### src/rtl/mem_arb_pkg.sv
// Shared types and constants for the multi-channel memory arbiter.
package mem_arb_pkg;

  // Two-state transaction controller: waiting for a requester, or holding
  // one memory access open until it completes.
  typedef enum logic {
    MEM_ARB_IDLE = 1'b0,
    MEM_ARB_BUSY = 1'b1
  } type_mem_arb_states_e;

  // Values for the ARB_MODE parameter.
  localparam int ARB_MODE_FIXED = 0;
  localparam int ARB_MODE_RR    = 1;

endpackage : mem_arb_pkg

### src/rtl/arb_pick.sv
// Combinational winner selection for the memory arbiter.
// Fixed mode picks the lowest-index requester; round-robin mode starts the
// search one past the pointer and wraps modulo NUM_CH.
module arb_pick #(
  parameter int NUM_CH = 4,
  parameter int PTR_W  = 2
) (
  input  logic [NUM_CH-1:0] req_i,
  input  logic [PTR_W-1:0]  ptr_i,
  input  logic              mode_rr_i,
  output logic [NUM_CH-1:0] grant_o,
  output logic [PTR_W-1:0]  idx_o
);

  logic found;
  int   cand;

  // Walk the candidates in priority order and take the first requester.
  always_comb begin
    // NOTE: every signal written here gets a default first, so no path
    // leaves it unassigned and no latch is inferred.
    grant_o = '0;
    idx_o   = '0;
    found   = 1'b0;
    cand    = 0;
    for (int k = 0; k < NUM_CH; k++) begin
      cand = mode_rr_i ? ((int'(ptr_i) + 1 + k) % NUM_CH) : k;
      if (!found && req_i[cand[PTR_W-1:0]]) begin
        found                      = 1'b1;
        grant_o[cand[PTR_W-1:0]]   = 1'b1;
        idx_o                      = cand[PTR_W-1:0];
      end
    end
  end

endmodule : arb_pick

### src/rtl/mem_arbiter_nch.sv
// N-channel arbiter in front of a single main-memory port.
// One transaction at a time: a winner is chosen in IDLE, its request is
// latched and presented to memory in BUSY until mem_ack_i (or a timeout)
// completes it, then the controller idles for one cycle before re-arbitrating.
// Optional build macro: MEM_ARB_TIMEOUT_EN enables the BUSY-cycle watchdog
// that completes a stuck access with an error after TIMEOUT_CYC cycles.
import mem_arb_pkg::*;

module mem_arbiter_nch #(
  parameter int NUM_CH      = 4,
  parameter int ADDR_W      = 32,
  parameter int DATA_W      = 128,
  parameter int ARB_MODE    = 1,
  parameter int TIMEOUT_CYC = 1024
) (
  input  logic                     clk,
  input  logic                     rst_n,
  input  logic [NUM_CH-1:0]        ch_req_i,
  input  logic [NUM_CH*ADDR_W-1:0] ch_addr_i,
  input  logic [NUM_CH*DATA_W-1:0] ch_wdata_i,
  input  logic [NUM_CH-1:0]        ch_wen_i,
  output logic [NUM_CH-1:0]        ch_ack_o,
  output logic [NUM_CH*DATA_W-1:0] ch_rdata_o,
  output logic [NUM_CH-1:0]        ch_err_o,
  output logic                     mem_req_o,
  output logic [ADDR_W-1:0]        mem_addr_o,
  output logic [DATA_W-1:0]        mem_wdata_o,
  output logic                     mem_wen_o,
  input  logic [DATA_W-1:0]        mem_rdata_i,
  input  logic                     mem_ack_i,
  output logic [NUM_CH-1:0]        grant_o
);

  localparam int PTR_W = (NUM_CH > 1) ? $clog2(NUM_CH) : 1;

  type_mem_arb_states_e state_q;
  logic [NUM_CH-1:0]    grant_q;
  logic [PTR_W-1:0]     gidx_q;
  logic [PTR_W-1:0]     rr_ptr_q;
  logic [ADDR_W-1:0]    addr_q;
  logic [DATA_W-1:0]    wdata_q;
  logic                 wen_q;

  logic [NUM_CH-1:0]    pick_grant;
  logic [PTR_W-1:0]     pick_idx;
  logic [ADDR_W-1:0]    sel_addr;
  logic [DATA_W-1:0]    sel_wdata;
  logic                 sel_wen;

  logic                 busy;
  logic                 done_ack;
  logic                 timeout_hit;
  logic                 done;

  arb_pick #(
    .NUM_CH (NUM_CH),
    .PTR_W  (PTR_W)
  ) u_arb_pick (
    .req_i     (ch_req_i),
    .ptr_i     (rr_ptr_q),
    .mode_rr_i (ARB_MODE == ARB_MODE_RR),
    .grant_o   (pick_grant),
    .idx_o     (pick_idx)
  );

  // Route the winning channel's address, data and write enable to the latches.
  always_comb begin
    sel_addr  = '0;
    sel_wdata = '0;
    for (int i = 0; i < NUM_CH; i++) begin
      if (pick_grant[i]) begin
        sel_addr  = ch_addr_i[i*ADDR_W +: ADDR_W];
        sel_wdata = ch_wdata_i[i*DATA_W +: DATA_W];
      end
    end
    sel_wen = |(pick_grant & ch_wen_i);
  end

  assign busy     = (state_q == MEM_ARB_BUSY);
  assign done_ack = busy && mem_ack_i;
  assign done     = done_ack || timeout_hit;

`ifdef MEM_ARB_TIMEOUT_EN
  localparam int CNT_W = (TIMEOUT_CYC > 1) ? $clog2(TIMEOUT_CYC) : 1;
  logic [CNT_W-1:0] cnt_q;

  // The counter reads 0 in the first BUSY cycle, so TIMEOUT_CYC-1 marks the
  // last cycle the access is allowed to stay open.
  assign timeout_hit = busy && (cnt_q == CNT_W'(TIMEOUT_CYC - 1));
`else
  logic unused_timeout_cfg;

  assign timeout_hit        = 1'b0;
  assign unused_timeout_cfg = (TIMEOUT_CYC != 0);
`endif

  // Transaction controller: arbitration, request latching, completion and
  // round-robin pointer update.
  always_ff @(posedge clk or negedge rst_n) begin
    if (!rst_n) begin
      // NOTE: the request latches are plain registers, not a memory, so they
      // are reset along with the control state and never leak stale data.
      state_q  <= MEM_ARB_IDLE;
      grant_q  <= '0;
      gidx_q   <= '0;
      rr_ptr_q <= PTR_W'(NUM_CH - 1);
      addr_q   <= '0;
      wdata_q  <= '0;
      wen_q    <= 1'b0;
`ifdef MEM_ARB_TIMEOUT_EN
      cnt_q    <= '0;
`endif
    end else begin
      // NOTE: non-blocking assignments throughout, so every register here
      // samples the pre-edge values regardless of statement order.
      case (state_q)
        MEM_ARB_IDLE: begin
          if (|ch_req_i) begin
            state_q <= MEM_ARB_BUSY;
            grant_q <= pick_grant;
            gidx_q  <= pick_idx;
            addr_q  <= sel_addr;
            wdata_q <= sel_wdata;
            wen_q   <= sel_wen;
`ifdef MEM_ARB_TIMEOUT_EN
            cnt_q   <= '0;
`endif
          end
        end
        MEM_ARB_BUSY: begin
          if (done) begin
            state_q  <= MEM_ARB_IDLE;
            grant_q  <= '0;
            rr_ptr_q <= gidx_q;
`ifdef MEM_ARB_TIMEOUT_EN
            cnt_q    <= '0;
`endif
          end else begin
`ifdef MEM_ARB_TIMEOUT_EN
            cnt_q <= cnt_q + 1'b1;
`endif
          end
        end
        default: begin
          state_q <= MEM_ARB_IDLE;
          grant_q <= '0;
        end
      endcase
    end
  end

  // Completion response: ack (with read data) wins over a coinciding timeout.
  always_comb begin
    ch_ack_o   = '0;
    ch_err_o   = '0;
    ch_rdata_o = '0;
    if (done_ack) begin
      ch_ack_o = grant_q;
      for (int i = 0; i < NUM_CH; i++) begin
        if (grant_q[i]) begin
          ch_rdata_o[i*DATA_W +: DATA_W] = mem_rdata_i;
        end
      end
    end else if (timeout_hit) begin
      ch_ack_o = grant_q;
      ch_err_o = grant_q;
    end
  end

  assign grant_o     = grant_q;
  assign mem_req_o   = busy;
  assign mem_addr_o  = addr_q;
  assign mem_wdata_o = wdata_q;
  assign mem_wen_o   = wen_q;

endmodule : mem_arbiter_nch

### config.mk
export PLATFORM = sky130hd
export DESIGN_NAME = mem_arbiter_nch
export DESIGN_NICKNAME = d
export VERILOG_FILES = /design/src/rtl/mem_arb_pkg.sv /design/src/rtl/arb_pick.sv /design/src/rtl/mem_arbiter_nch.sv
export SDC_FILE = /design/constraint.sdc
export NUM_CORES = 1
export LEC_CHECK = 0
export BUFFER_PORTS_ARGS = -buffer_cell sky130_fd_sc_hd__buf_2
export CAP_MARGIN = 10
export CELL_PAD_IN_SITES_DETAIL_PLACEMENT = 1
export CELL_PAD_IN_SITES_GLOBAL_PLACEMENT = 1
export CORE_AREA = 8 8 563 565
export DETAILED_ROUTE_END_ITERATION = 16
export DIE_AREA = 0 0 571 573
export PLACE_DENSITY = 0.33
export SLEW_MARGIN = 40
export SYNTH_ARGS = -nofsm -noshare
export SYNTH_HDL_FRONTEND = slang
export SYNTH_SLANG_ARGS = --single-unit
### constraint.sdc
create_clock -name clk -period 5 [get_ports clk]
set_clock_uncertainty 0.05 [all_clocks]
set_input_delay 0 -clock clk [delete_from_list [all_inputs] [get_ports clk]]
set_output_delay 0 -clock clk [all_outputs]
set_load 0.005 [all_outputs]
; ---- After elaboration in Yosys (flattened, before gate mapping)
; Index checks and enable logic that the tools add are counted.
[totals]
regBits = 170
elab_cells = 89
input_bits = 779
out_inout_bits = 686
[classes]
addsub = 4
n_reduce_logical = 16
n_bitwise = 5
muxes = 47
magnitude_cmp = 8
eq_ne = 2
[op_table]
columns = op, n
row1 = 2-to-1 mux 128 bit, 8
row2 = 2-to-1 mux 512 bit, 1
row3 = 2-to-1 mux 32 bit, 4
row4 = 2-to-1 mux 4 bit, 7
row5 = 2-to-1 mux 1 bit, 13
row6 = less-than comparator 2 x 3 -> 1 bit (second input constant), 4
row7 = OR 4 bit, 3
row8 = binary-select mux 1 bit (select 2 bit), 4
row9 = demux 1 bit (select 2 bit), 4
row10 = >= comparator 2 x 1 -> 1 bit (second input constant), 4
row11 = logical AND 1 bit, 8
row12 = 2-to-1 mux 2 bit, 4
row13 = case mux 4 bit (2 select lines), 1
row14 = OR reduction 4 bit, 2
row15 = AND reduction 2 bit, 3
row16 = adder 2 x 1 -> 2 bit (second input constant), 2
row17 = adder 2 bit (second input constant), 2
row18 = AND 4 bit, 1
row19 = logical NOT 1 bit, 3
row20 = != test 2 x 1 -> 1 bit (second input constant), 1
row21 = != test 2 bit (second input constant), 1
row22 = case mux 1 bit (2 select lines), 1
row23 = NOT 1 bit, 1

; ---- Longest topological paths before layout
; Gate-level depths: netlist of run 1.
[depth]
ltp_word = 17
depth_mapped = 15

; ---- Hierarchy
; Synthesis of run 1 repeated with hierarchy kept, for this count alone.
[hier_totals]
cells_unflattened = 1630
area_unflattened_um2 = 14244.9
[modules_own_cells]
columns = module, n_inst, cells_per_inst, area_each_um2, seq_area_each_um2
row1 = mem_arbiter_nch, 1, 1563, 13767.0, 4256.6
row2 = arb_pick, 1, 67, 478.0, 0.0

; ---- Worst setup path before layout of run 1
; Ideal clock, no wire load.
[synth_timing]
path_type = register -> register
from = reg rr_ptr_q[0]
to = reg addr_q[26], in the netlist mem_addr_o[26]
path_buffers = 6
slack_ns = 1.492
arrival_ns = 3.313
stages_incl_launch_ff = 15
setup_ns = 0.145
synth_period_minus_slack_ns = 3.508
cell_sequence = dfstp_2 -> buf_2 -> inv_1 -> ha_1 -> buf_4 -> mux4_2 -> a21o_1 -> a22o_1 -> buf_2 -> or3_1 -> buf_2 -> buf_6 -> buf_6 -> a22oi_2 -> o221ai_2
[synth_via]
elab_chain_len = 17
[synth_rtl]
columns = item, line_no
row1 = from (decl), mem_arbiter_nch.sv:39  ; logic [PTR_W-1:0] rr_ptr_q;
row2 = from (signal assigned), mem_arbiter_nch.sv:106  ; rr_ptr_q <= PTR_W'(NUM_CH - 1);
row3 = from (signal assigned), mem_arbiter_nch.sv:134  ; rr_ptr_q <= gidx_q;
row4 = adder 2 x 1 -> 2 bit *, arb_pick.sv:27  ; cand = mode_rr_i ? ((int'(ptr_i) + 1 + k) % NUM_CH) : k;
row5 = "parallel branches: the longest is 11 deep, another holds less-than comparator 2 x 3 -> 1 bit", n/a
row6 = 2-to-1 mux 4 bit *, arb_pick.sv:28  ; if (!found && req_i[cand[PTR_W-1:0]]) begin
row7 = 2-to-1 mux 32 bit (3 in series), mem_arbiter_nch.sv:71  ; if (pick_grant[i]) begin
row8 = 2-to-1 mux 32 bit *, mem_arbiter_nch.sv:71
row9 = to (signal assigned), mem_arbiter_nch.sv:122  ; addr_q <= sel_addr;
row10 = to (decl), mem_arbiter_nch.sv:40  ; logic [ADDR_W-1:0] addr_q;
; Mark *: on every way between the ends. The select of a mux whose other input is x is not followed.
; A chain may end at the register's enable or synchronous reset.

; ---- Worst setup path after layout of run 1
[layout_timing]
from = reg rr_ptr_q[0]
to = reg wdata_q[45], in the netlist mem_wdata_o[45]
[layout_via]
elab_chain_len = 17
[layout_rtl]
columns = item, line_no
row1 = adder 2 x 1 -> 2 bit *, arb_pick.sv:27
row2 = "parallel branches: the longest is 11 deep, another holds less-than comparator 2 x 3 -> 1 bit", n/a
row3 = 2-to-1 mux 4 bit *, arb_pick.sv:28
row4 = 2-to-1 mux 128 bit (3 in series), mem_arbiter_nch.sv:71
row5 = 2-to-1 mux 128 bit *, mem_arbiter_nch.sv:71
row6 = to (signal assigned), mem_arbiter_nch.sv:123  ; wdata_q <= sel_wdata;
row7 = to (decl), mem_arbiter_nch.sv:41  ; logic [DATA_W-1:0] wdata_q;
; Marked as above.

==> metrics.md, run 1 <==
| Metric | Value |
|---|---|
| Final net count | `4879` |
| DRT antenna net count | `0` |
| Unique masters post-synth | `46` |
| Minimum clock period | `4.88 ns` |
| Die height | `573 µm` |
| Number of synthesized flops with an enable pin | `0` |
| R2r startpoint | `rr_ptr_q[0]$_DFFE_PN1P_` |
| # DRC | `0` |
| Reg2reg end | `mem_wdata_o[45]$_DFFE_PN0P_` |
| Max Clock Freq | `just over 200 MHz` |
| Worst Reg-to-Reg Cells | `11` |
| DR pass1 iterations | `7` |
| Mean area per synthesized cell | `7.94 µm²` |
| WL/cell | `27.1 µm` |
| Final Hold Viols | `0` |
| Max-Slew Margin vs Limit | `41.1%` |
| First-pass GRT wire length | `289000 µm` |
| DRT Wirelength | `224000 µm` |
| Ys flop type | `dfrtp_1` |
| Post-Syn Area | `between 15000 and 20000 µm²` |
| Setup CP Type | `reg -> reg` |
| Dpl hpwl | `191000 µm` |
| GRT Total Usage | `13.0%` |
| Leakage Power | `16.4 nW` |
| Pins over their slew limit | `0` |
| Ports | `roughly 1.5k` |
| Worst Setup End Kind | `flop` |
| Worst skew pair latency | `0.56 ns` |
| Vias per inst | `3.13` |
| Row count | `204` |
| Register area share after synthesis | `24.8%` |
| Crit path from | `rr_ptr_q[0]$_DFFE_PN1P_` |
| MaxCap Viol Count | `0` |
| Num Clock Sinks | `170` |
| Top-count cell post-synth | `and2_1` |
| Detailed-route via count | `25.9k` |
| Overflow after GRT | `0` |
| CTS tree | `yes` |
| Clock-pin slew on the worst setup and hold paths | `0.08 ns` |
| Num CTS Buffers | `25` |
| Count of final setup violators | `0` |
| PD cells | `555 nW/µm²` |
| Root buffer cell | `clkbuf_16` |
| Post-synth top area cell | `and2_1` |
| Top post-synthesis cells by area | `and2_1, dfrtp_1, o221ai_2` |
| Largest net degree at the start of global routing | `133` |
| Die Area | `327000 µm²` |
| PortBufs | `1460` |
| Async set-reset flop share out of synthesis | `100%` |
| Area Overhead vs Synth | `115%` |
| Slew at the pin with the worst max-slew slack | `0.884 ns` |
| Die W | `571 µm` |
| Setup TNS | `0 ns` |
| Status | `completed` |
| Share of cells above drive strength 1 | `around 44%` |
| Max IR drop VDD | `between 400 and 500 µV` |
| Flops & latches, synth | `170` |
| Final core occ | `12.0%` |
| CP Data Arrival Time | `between 5 and 6 ns` |
| Antenna violations before repair | `143` |
| CP max FO | `85` |
| CTS max path bufs | `3` |
| R2r setup slk | `0.12 ns` |
| Critical Path End | `mem_wdata_o[45]$_DFFE_PN0P_` |
| Hold wc startpoint | `ch_req_i[1]` |
| Cells after Synth | `2161` |
| Core Area | `approximately 300000 µm²` |
| Gpl congestion | `0.862` |
| Post-synth top cells | `and2_1, clkbuf_1, dfrtp_1, nand2_1, inv_1` |
| Starting Density | `5.58%` |
| Yosys top cell area share | `24.5%` |
| CP Data Required Time | `5.41 ns` |
| H-tree depth | `4` |
| Vias in the first global route | `28.2k` |
| Initial DRC Count | `about 1.2k` |
| Fin crit share | `a little over nine tenths` |
| Worst hold-check path type | `in -> reg` |
| RSZ-0062 raised after global routing | `false` |
| Warnings from Yosys | `0` |
| Crit start category | `flop` |
[cell families after synthesis]
group           after synthesis  synth area share [%]
fa+ha+maj                     5                 0.365
simple gates               1034                  35.2
mux                          12                 0.817
compound gates              510                  28.3
buf+inv                     429                  10.5
other cells                   1                0.0219
flops                       170                  24.8
[how the worst min path moves through the flow]
stage,cells after the start,slack [ns],endpoint
floorplan,0,-0.35,gidx_q[0]$_DFFE_PN0P_
global placement,1,-0.12,mem_addr_o[12]$_DFFE_PN0P_
detailed placement,1,-0.11,mem_addr_o[8]$_DFFE_PN0P_
CTS,6,0.0002,mem_wdata_o[68]$_DFFE_PN0P_
global route,5,0.03,mem_addr_o[13]$_DFFE_PN0P_
finish,4,0.03,mem_req_o$_DFF_PN0_
[cells in the final DEF (no fill, tap or decap), drive strengths merged, types with 4 or more instances in the layout]
cell,count
a21oi,5
a22oi,160
a31oi,161
and2,672
and3,4
buf,1554
clkbuf,27
conb,4
dfrtp,168
diode,61
dlygate4sd3,613
ha,5
inv,167
mux2,6
mux2i,5
nand2,168
nand3,4
nor2,11
nor4,162
o221ai,161
[registers in the layout, indices dropped and copies added, names as in the netlist]
name and flops:
mem_wen_o 1, rr_ptr_q 2, gidx_q 2, grant_o 4, mem_wdata_o 128, mem_addr_o 32, mem_req_o 1
[critical path, cell delays in order (launching register included)]
cell and delay, ns:
dfstp_4 0.74, inv_1 0.14, ha_1 0.45, mux4_2 0.69, a21o_1 0.22, a22o_4 0.27
buf_12 0.17, buf_16 0.22, nor4_1 0.73, a22oi_2 0.09, dlygate4sd3_1 0.62, o221ai_2 0.15
[report_power, final]
part	switching (W)	internal (W)
logic	0.00896	0.00709
registers	0.000539	0.00199
clock network	0.000839	0.00104
[routing by layer]
layer  vias to the layer above  global-route usage, %  share of wire (%)  wire length, µm
met3                       294                   4.93                9.2            20700
met1                     12700                   14.4                 38            86100
li1                      11600                      -                  -                -
met5                         -                      0               0.17              387
met4                        62                   3.56                3.5             7870
met2                      1234                   23.2                 49           109000
[stage by stage]
stage | instances | power [W] | area [µm²] | setup slack, ns | hold WS (ns)
6_report | 8282 | 0.0204 | 36800 | 0.117 | 0.0276
5_1_grt | 8251 | 0.0219 | 36700 | 0.0146 | 0.0309
4_1_cts | 8215 | 0.0209 | 36500 | 0.0678 | 0.000222
3_5_place_dp | 7568 | 0.0159 | 29600 | 0.280 | -0.107
3_3_place_gp | 7563 | 0.0158 | 29400 | -0.919 | -0.119
2_1_floorplan | 2164 | 0.00917 | 17200 | 1.49 | -0.346
[layout make-up]
class / count / area [µm²]
Fill cell: 37100 / 271000
Tap cell: 4120 / 5150
Clock buffer: 27 / 653
Clock inverter: 6 / 88.8
Antenna cell: 61 / 153
Sequential cell: 170 / 4260
Inverter: 166 / 623
Timing Repair Buffer: 2167 / 14500
Multi-Input combinational cell: 1565 / 11300
[what timing repair did]
item / 4_1_cts / 5_1_grt
gates resized for setup: 0 / 5
hold endpoints to repair: 332 / 0
hold buffers: 614 / 0
setup buffers: 0 / 2
setup endpoints to repair: 0 / 30
(Power assumes the default switching activity.)
==> run 2: changes to the inputs <==
Settings changed: RECOVER_POWER set to 100.
==> metrics.md, run 2 (synthesis results as in run 1) <==
| Metric | Value |
|---|---|
| FILL cells | `approximately 37k` |
| Clock-pin slew on the worst setup and hold paths | `roughly 0.080 ns` |
| Die W | `around 570 µm` |
| CP Data Required Time | `about 5.4 ns` |
| Ports | `1465` |
| Hold endpoint | `mem_req_o$_DFF_PN0_` |
| Largest net degree at the start of global routing | `roughly 130` |
| Die Area | `327000 µm²` |
| Die height | `~570 µm` |
| WHS | `between 0.02 and 0.03 ns` |
| Vias in the first global route | `28.2k` |
| Starting Density | `under 10%` |
| Hold wc startpoint | `ch_req_i[1]` |
| H-tree depth | `4` |
| Place WS | `0.280 ns` |
| Total power draw | `0.0198 W` |
| Antenna violations before repair | `146` |
| Worst Reg-to-Reg Cells | `11` |
| Num Clock Sinks | `170` |
| Area of the multi-input gates | `10900 µm²` |
| Row count | `204` |
| GRT Total Usage | `13.0%` |
| Dpl cell area | `29600 µm²` |
| Fin crit share | `97.3%` |
| Setup slack after layout | `0.137 ns` |
| Minimum clock period | `4.86 ns` |
| CTS max path bufs | `3` |
| Worst hold-check path type | `in -> reg` |
| Fin area | `35700 µm²` |
| R2r startpoint | `rr_ptr_q[0]$_DFFE_PN1P_` |
| # DRC | `0` |
| PD cells | `~550 nW/µm²` |
| Area Overhead vs Synth | `108%` |
| Register Area | `4260 µm²` |
| Share of cells above drive strength 1 | `a little under a third` |
| Detailed-route via count | `approximately 26k` |
| RSZ-0062 raised after global routing | `false` |
| Setup CP Type | `reg -> reg` |
| Max Clock Freq | `206 MHz` |
| Final Hold Viols | `0` |
| Leakage Power | `14.2 nW` |
| MaxCap Viol Count | `7` |
| Core Area | `308000 µm²` |
| Final core occ | `11.6%` |
| DRT Wirelength | `225000 µm` |
| Final net count | `4879` |
| Gpl congestion | `around 0.86` |
| Max reg flops | `roughly 130` |
| First-pass GRT wire length | `289000 µm` |
| Max IR drop VDD | `approximately 530 µV` |
| CTS tree | `yes` |
| Failing checks | `max-capacitance violations, max-slew violations` |
| Num CTS Buffers | `25` |
| Initial DRC Count | `1257` |
| Slew at the pin with the worst max-slew slack | `approximately 2.9 ns` |
| Status | `finished, violations left` |
| Most common cell after layout, fill and taps aside | `buf_2` |
| Max-Slew Margin vs Limit | `-90.4%` |
| DRT antenna net count | `0` |
| DR pass1 iterations | `5` |
| Crit start category | `flop` |
| Worst Hold Depth | `4` |
| Worst Setup End Kind | `flop` |
| CP max FO | `85` |
| Pins over their slew limit | `378` |
| Overflow after GRT | `0` |
| R2r setup slk | `0.14 ns` |
| WL/cell | `27.2 µm` |
| CP Data Arrival Time | `5.28 ns` |
| Dpl hpwl | `191000 µm` |
| Count of final setup violators | `0` |
| Reg2reg end | `mem_wdata_o[45]$_DFFE_PN0P_` |
| PortBufs | `between 1k and 1.5k` |
| Root buffer cell | `clkbuf_16` |
| Commonest cells after routing, fill and taps aside | `buf_2, dlygate4sd3_1, and2_1, clkbuf_1, and2_0` |
| Vias per inst | `about 3.1` |
| Worst skew pair latency | `around 0.56 ns` |
[run 2: changes by cell type in the layout (fill, tap and decap cells not counted), sizes merged]
cell,before,now
dlygate4sd2,0,1
clkbuf,27,524
buf,1554,1056
diode,61,66
[run 2: worst max-delay path by stage]
stage                                             end  slack (ns)                    start
after floorplan            mem_addr_o[26]$_DFFE_PN0P_        1.49  rr_ptr_q[0]$_DFFE_PN1P_
after global placement          mem_wen_o$_DFFE_PN0P_       -0.92  rr_ptr_q[0]$_DFFE_PN1P_
after detailed placement        mem_wen_o$_DFFE_PN0P_        0.28  rr_ptr_q[0]$_DFFE_PN1P_
after CTS                 mem_wdata_o[63]$_DFFE_PN0P_        0.07  rr_ptr_q[0]$_DFFE_PN1P_
after global routing      mem_wdata_o[38]$_DFFE_PN0P_        0.01  rr_ptr_q[0]$_DFFE_PN1P_
final                     mem_wdata_o[45]$_DFFE_PN0P_        0.14  rr_ptr_q[0]$_DFFE_PN1P_
[run 2: metal layers]
layer	share of wire, %	GRT usage [%]	vias to the layer above	wire, µm
li1	-	-	11600	-
met1	38	14.4	12800	86600
met2	49	23.2	1236	110000
met3	9.1	4.93	298	20500
met4	3.5	3.56	62	7870
met5	0.17	0	-	387
[run 2: what timing repair did]
action                     in CTS  in global routing
hold endpoints to repair      332                  0
setup endpoints to repair       0                 30
hold buffers                  614                  0
buffers inserted                0                  2
gates resized for setup         0                  5
[run 2: where the power goes]
group | leakage [nW] | total [W] | internal (W) | switching, W
combinational | 11.7 | 0.0154 | 0.00664 | 0.00876
clock | 0.360 | 0.00188 | 0.00104 | 0.000840
sequential | 2.17 | 0.00254 | 0.00199 | 0.000553
[run 2: worst max-delay path, stage by stage, from the launching register on]
cell and delay [ns]:
dfstp_4 0.74, inv_1 0.14, ha_1 0.46, mux4_2 0.69, a21o_1 0.22, a22o_4 0.27, buf_12 0.17, buf_16 0.21
nor4_1 0.71, a22oi_2 0.08, dlygate4sd3_1 0.62, o221ai_2 0.15
[run 2: area by class of cell]
class | instances | area share, %
Antenna cell | 66 | 0.462
Clock buffer | 27 | 1.83
Clock inverter | 6 | 0.249
Inverter | 166 | 1.74
Multi-Input combinational cell | 1565 | 30.6
Sequential cell | 170 | 11.9
Tap cell | 4120 | 14.4
Timing Repair Buffer | 2167 | 38.8
[run 2: metrics by stage]
stage	cells	TNS (ns)
2_1_floorplan	2164	0
3_3_place_gp	7563	-0.919
3_5_place_dp	7568	0
4_1_cts	8215	0
5_1_grt	8252	0
6_report	8287	0
==> run 3: changes to the inputs <==
Settings changed: CORE_AREA 8 8 563 565 to 8 8 567 569, DIE_AREA 0 0 571 573 to 0 0 575 577, PLACE_DENSITY 0.33 to 0.31, SYNTH_HIERARCHICAL set to 1.
==> metrics.md, run 3 <==
| Metric | Value |
|---|---|
| Status | `finished, violations left` |
| Failing checks | `max-capacitance violations, max-slew violations` |
| Worst hold-check path type | `in -> reg` |
| Register area share after synthesis | `between 20% and 30%` |
| Initial DRC Count | `between 1k and 1.5k` |
| WL/cell | `28.3 µm` |
| GRT Total Usage | `12.5%` |
| Dpl cell area | `26500 µm²` |
| CP cell instances | `nand2b_1 > a211oi_2 > o32ai_2 > nor2_1 > a31oi_1 > o22ai_2 > clkinv_4 > buf_16 > o22ai_1 > dlygate4sd3_1 > o31ai_1 > dlygate4sd3_1` |
| Row count | `between 200 and 250` |
| Cells after Synth | `1630` |
| Warnings from Yosys | `6` |
| Critical-path top delay cell | `dfstp_2` |
| Num Clock Sinks | `170` |
| Ys flop type | `dfrtp_1` |
| Top-count cell post-synth | `and2_1` |
| CP Data Required Time | `between 5 and 6 ns` |
| Hold wc startpoint | `ch_req_i[0]` |
| Worst Setup End Kind | `flop` |
| Unique masters post-synth | `between 50 and 60` |
| MaxCap Viol Count | `5` |
| Yosys top cell area share | `29.5%` |
| Mean area per synthesized cell | `between 8 and 9 µm²` |
| Ports | `between 1k and 1.5k` |
| R2r setup slk | `0.16 ns` |
| Setup CP Type | `reg -> reg` |
| Setup TNS | `0 ns` |
| Clock-pin slew on the worst setup and hold paths | `0.11 ns` |
| Top post-synthesis cells by area | `dfrtp_1, and2_1, a221oi_1` |
| Most common cell after layout, fill and taps aside | `buf_2` |
| Number of synthesized flops with an enable pin | `0` |
| Minimum clock period | `4.84 ns` |
| Pins over their slew limit | `252` |
| PortBufs | `1460` |
| Slew at the pin with the worst max-slew slack | `3.57 ns` |
| CP Data Arrival Time | `5.25 ns` |
| Fin area | `32800 µm²` |
| Hold endpoint | `grant_o[0]$_DFFE_PN0P_` |
| H-tree depth | `4` |
| Die height | `between 500 and 600 µm` |
| Slowest stage delay, CP | `0.68 ns` |
| Reg2reg end | `mem_addr_o[20]$_DFFE_PN0P_` |
| RSZ-0062 raised after global routing | `true` |
| Commonest cells after routing, fill and taps aside | `buf_2, dlygate4sd3_1, and2_1, clkbuf_1, o21ai_0` |
| Max-Slew Margin vs Limit | `-138%` |
| Starting Density | `4.55%` |
| Die Area | `332000 µm²` |
| Total power draw | `about 0.014 W` |
| Gpl congestion | `between 0.8 and 0.9` |
| Count of final setup violators | `0` |
| Final net count | `4337` |
| FILL cells | `roughly 38k` |
| Overflow after GRT | `0` |
| Num CTS Buffers | `25` |
| Die W | `575 µm` |
| Share of cells above drive strength 1 | `41.3%` |
| Worst Reg-to-Reg Cells | `12` |
| Async set-reset flop share out of synthesis | `100%` |
| DRT Wirelength | `220000 µm` |
| Dpl hpwl | `191000 µm` |
| Leakage Power | `14.3 nW` |
| Max IR drop VDD | `258 µV` |
| Antenna violations before repair | `about 160` |
| Fin crit share | `96.9%` |
| Setup bufs post-CTS | `0` |
| Largest net degree at the start of global routing | `114` |
| CP max FO | `51` |
| CTS tree | `yes` |
| Detailed-route via count | `approximately 23k` |
| Crit path buf inv count | `4` |
| Flops & latches, synth | `170` |
| Post-synth top area cell | `dfrtp_1` |
| Max Clock Freq | `206 MHz` |
| CTS max path bufs | `3` |
| Cell depth of the worst setup path | `12` |
| Worst skew pair latency | `0.56 ns` |
| DR pass1 iterations | `5` |
| PD cells | `~420 nW/µm²` |
| Vias per inst | `about 3` |
| Vias in the first global route | `25.4k` |
| Core Area | `between 300000 and 400000 µm²` |
| Top delay family on crit path | `buffers and inverters` |
| Crit start category | `flop` |
| # DRC | `0` |
| Worst Hold Depth | `5` |
| Post-synth top cells | `and2_1, o21ai_0, dfrtp_1` |
| Root buffer cell | `clkbuf_16` |
| R2r startpoint | `rr_ptr_q[0]$_DFFE_PN1P_` |
| DRT antenna net count | `0` |
| Post-Syn Area | `14200 µm²` |
| Max reg flops | `about 130` |
| Area Overhead vs Synth | `130%` |
| First-pass GRT wire length | `277000 µm` |
| Final Hold Viols | `0` |
| Critical path's most frequent cell | `dlygate4sd3_1` |
## run 3: kinds of logic after synthesis
group,count (synthesis),synth area share [%]
multiplexers,6,0.457
buffers and inverters,220,8.22
AND/OR/NAND/NOR,555,24.3
AO/OA/AOI/OAI,677,37.1
other,2,0.0527
flip-flops,170,29.9
## run 3: worst register-to-register path, delay by kind of cell, from the launching register on
family / cells / cell delay, ns
compound gates: 6 / 1.57
flops: 1 / 0.68
buf+inv: 4 / 1.98
simple gates: 2 / 0.45
## run 3: layout make-up
cell class              instances  area [µm²]  share of cell area, %
diodes                         55         138                  0.420
repair buffers               2107       13500                   41.2
flip-flops and latches        170        4260                   13.0
clock inverters                 6        35.0                  0.107
multi-input cells            1243        8930                   27.2
clock buffers                  27         653                   1.99
inverters                      11        46.3                  0.141
well taps                    4160        5200                   15.9
## run 3: metal layers
layer	track usage [%]	up-vias	wire [µm]	part of all wire, %
met5	0	-	524	0.24
met4	4.01	82	7900	3.6
met3	4.36	338	19200	8.7
met2	22.9	1350	111000	51
met1	13.5	11400	81000	37
li1	-	10000	-	-
## run 3: through the flow
step                      hold slack, ns  setup WS, ns  util (%)  std cells
after CTS                         0.0207        0.0243      10.5       7724
final                             0.0993         0.156      10.5       7779
after global routing               0.120       -0.0464      10.5       7756
after floorplan                   -0.346          2.14         -       1633
after detailed placement         -0.0361         0.839      8.48       7114
after global placement           -0.0368         0.422      8.46       7110
## run 3: power by group
part	switching, W	internal [W]
Sequential	0.000445	0.00202
Combinational	0.00564	0.00401
Clock	0.000851	0.000932
Total	0.00694	0.00696
## run 3: repair_timing
item,4_1_cts,5_1_grt
endpoints found under the hold margin,292,0
hold buffers,577,0
endpoints found under the setup margin,0,48
resized for setup,0,5
## run 3: how the worst max path moves through the flow
| stage | startpoint | endpoint | slack, ns |
|---|---|---|---|
| after global placement | rr_ptr_q[0]$_DFFE_PN1P_ | mem_wdata_o[123]$_DFFE_PN0P_ | 0.42 |
| final | rr_ptr_q[0]$_DFFE_PN1P_ | mem_addr_o[20]$_DFFE_PN0P_ | 0.16 |
| after CTS | rr_ptr_q[0]$_DFFE_PN1P_ | mem_wdata_o[88]$_DFFE_PN0P_ | 0.02 |
| after floorplan | rr_ptr_q[0]$_DFFE_PN1P_ | mem_wdata_o[100]$_DFFE_PN0P_ | 2.14 |
| after global routing | rr_ptr_q[0]$_DFFE_PN1P_ | mem_wdata_o[0]$_DFFE_PN0P_ | -0.05 |
| after detailed placement | rr_ptr_q[0]$_DFFE_PN1P_ | mem_wdata_o[123]$_DFFE_PN0P_ | 0.84 |
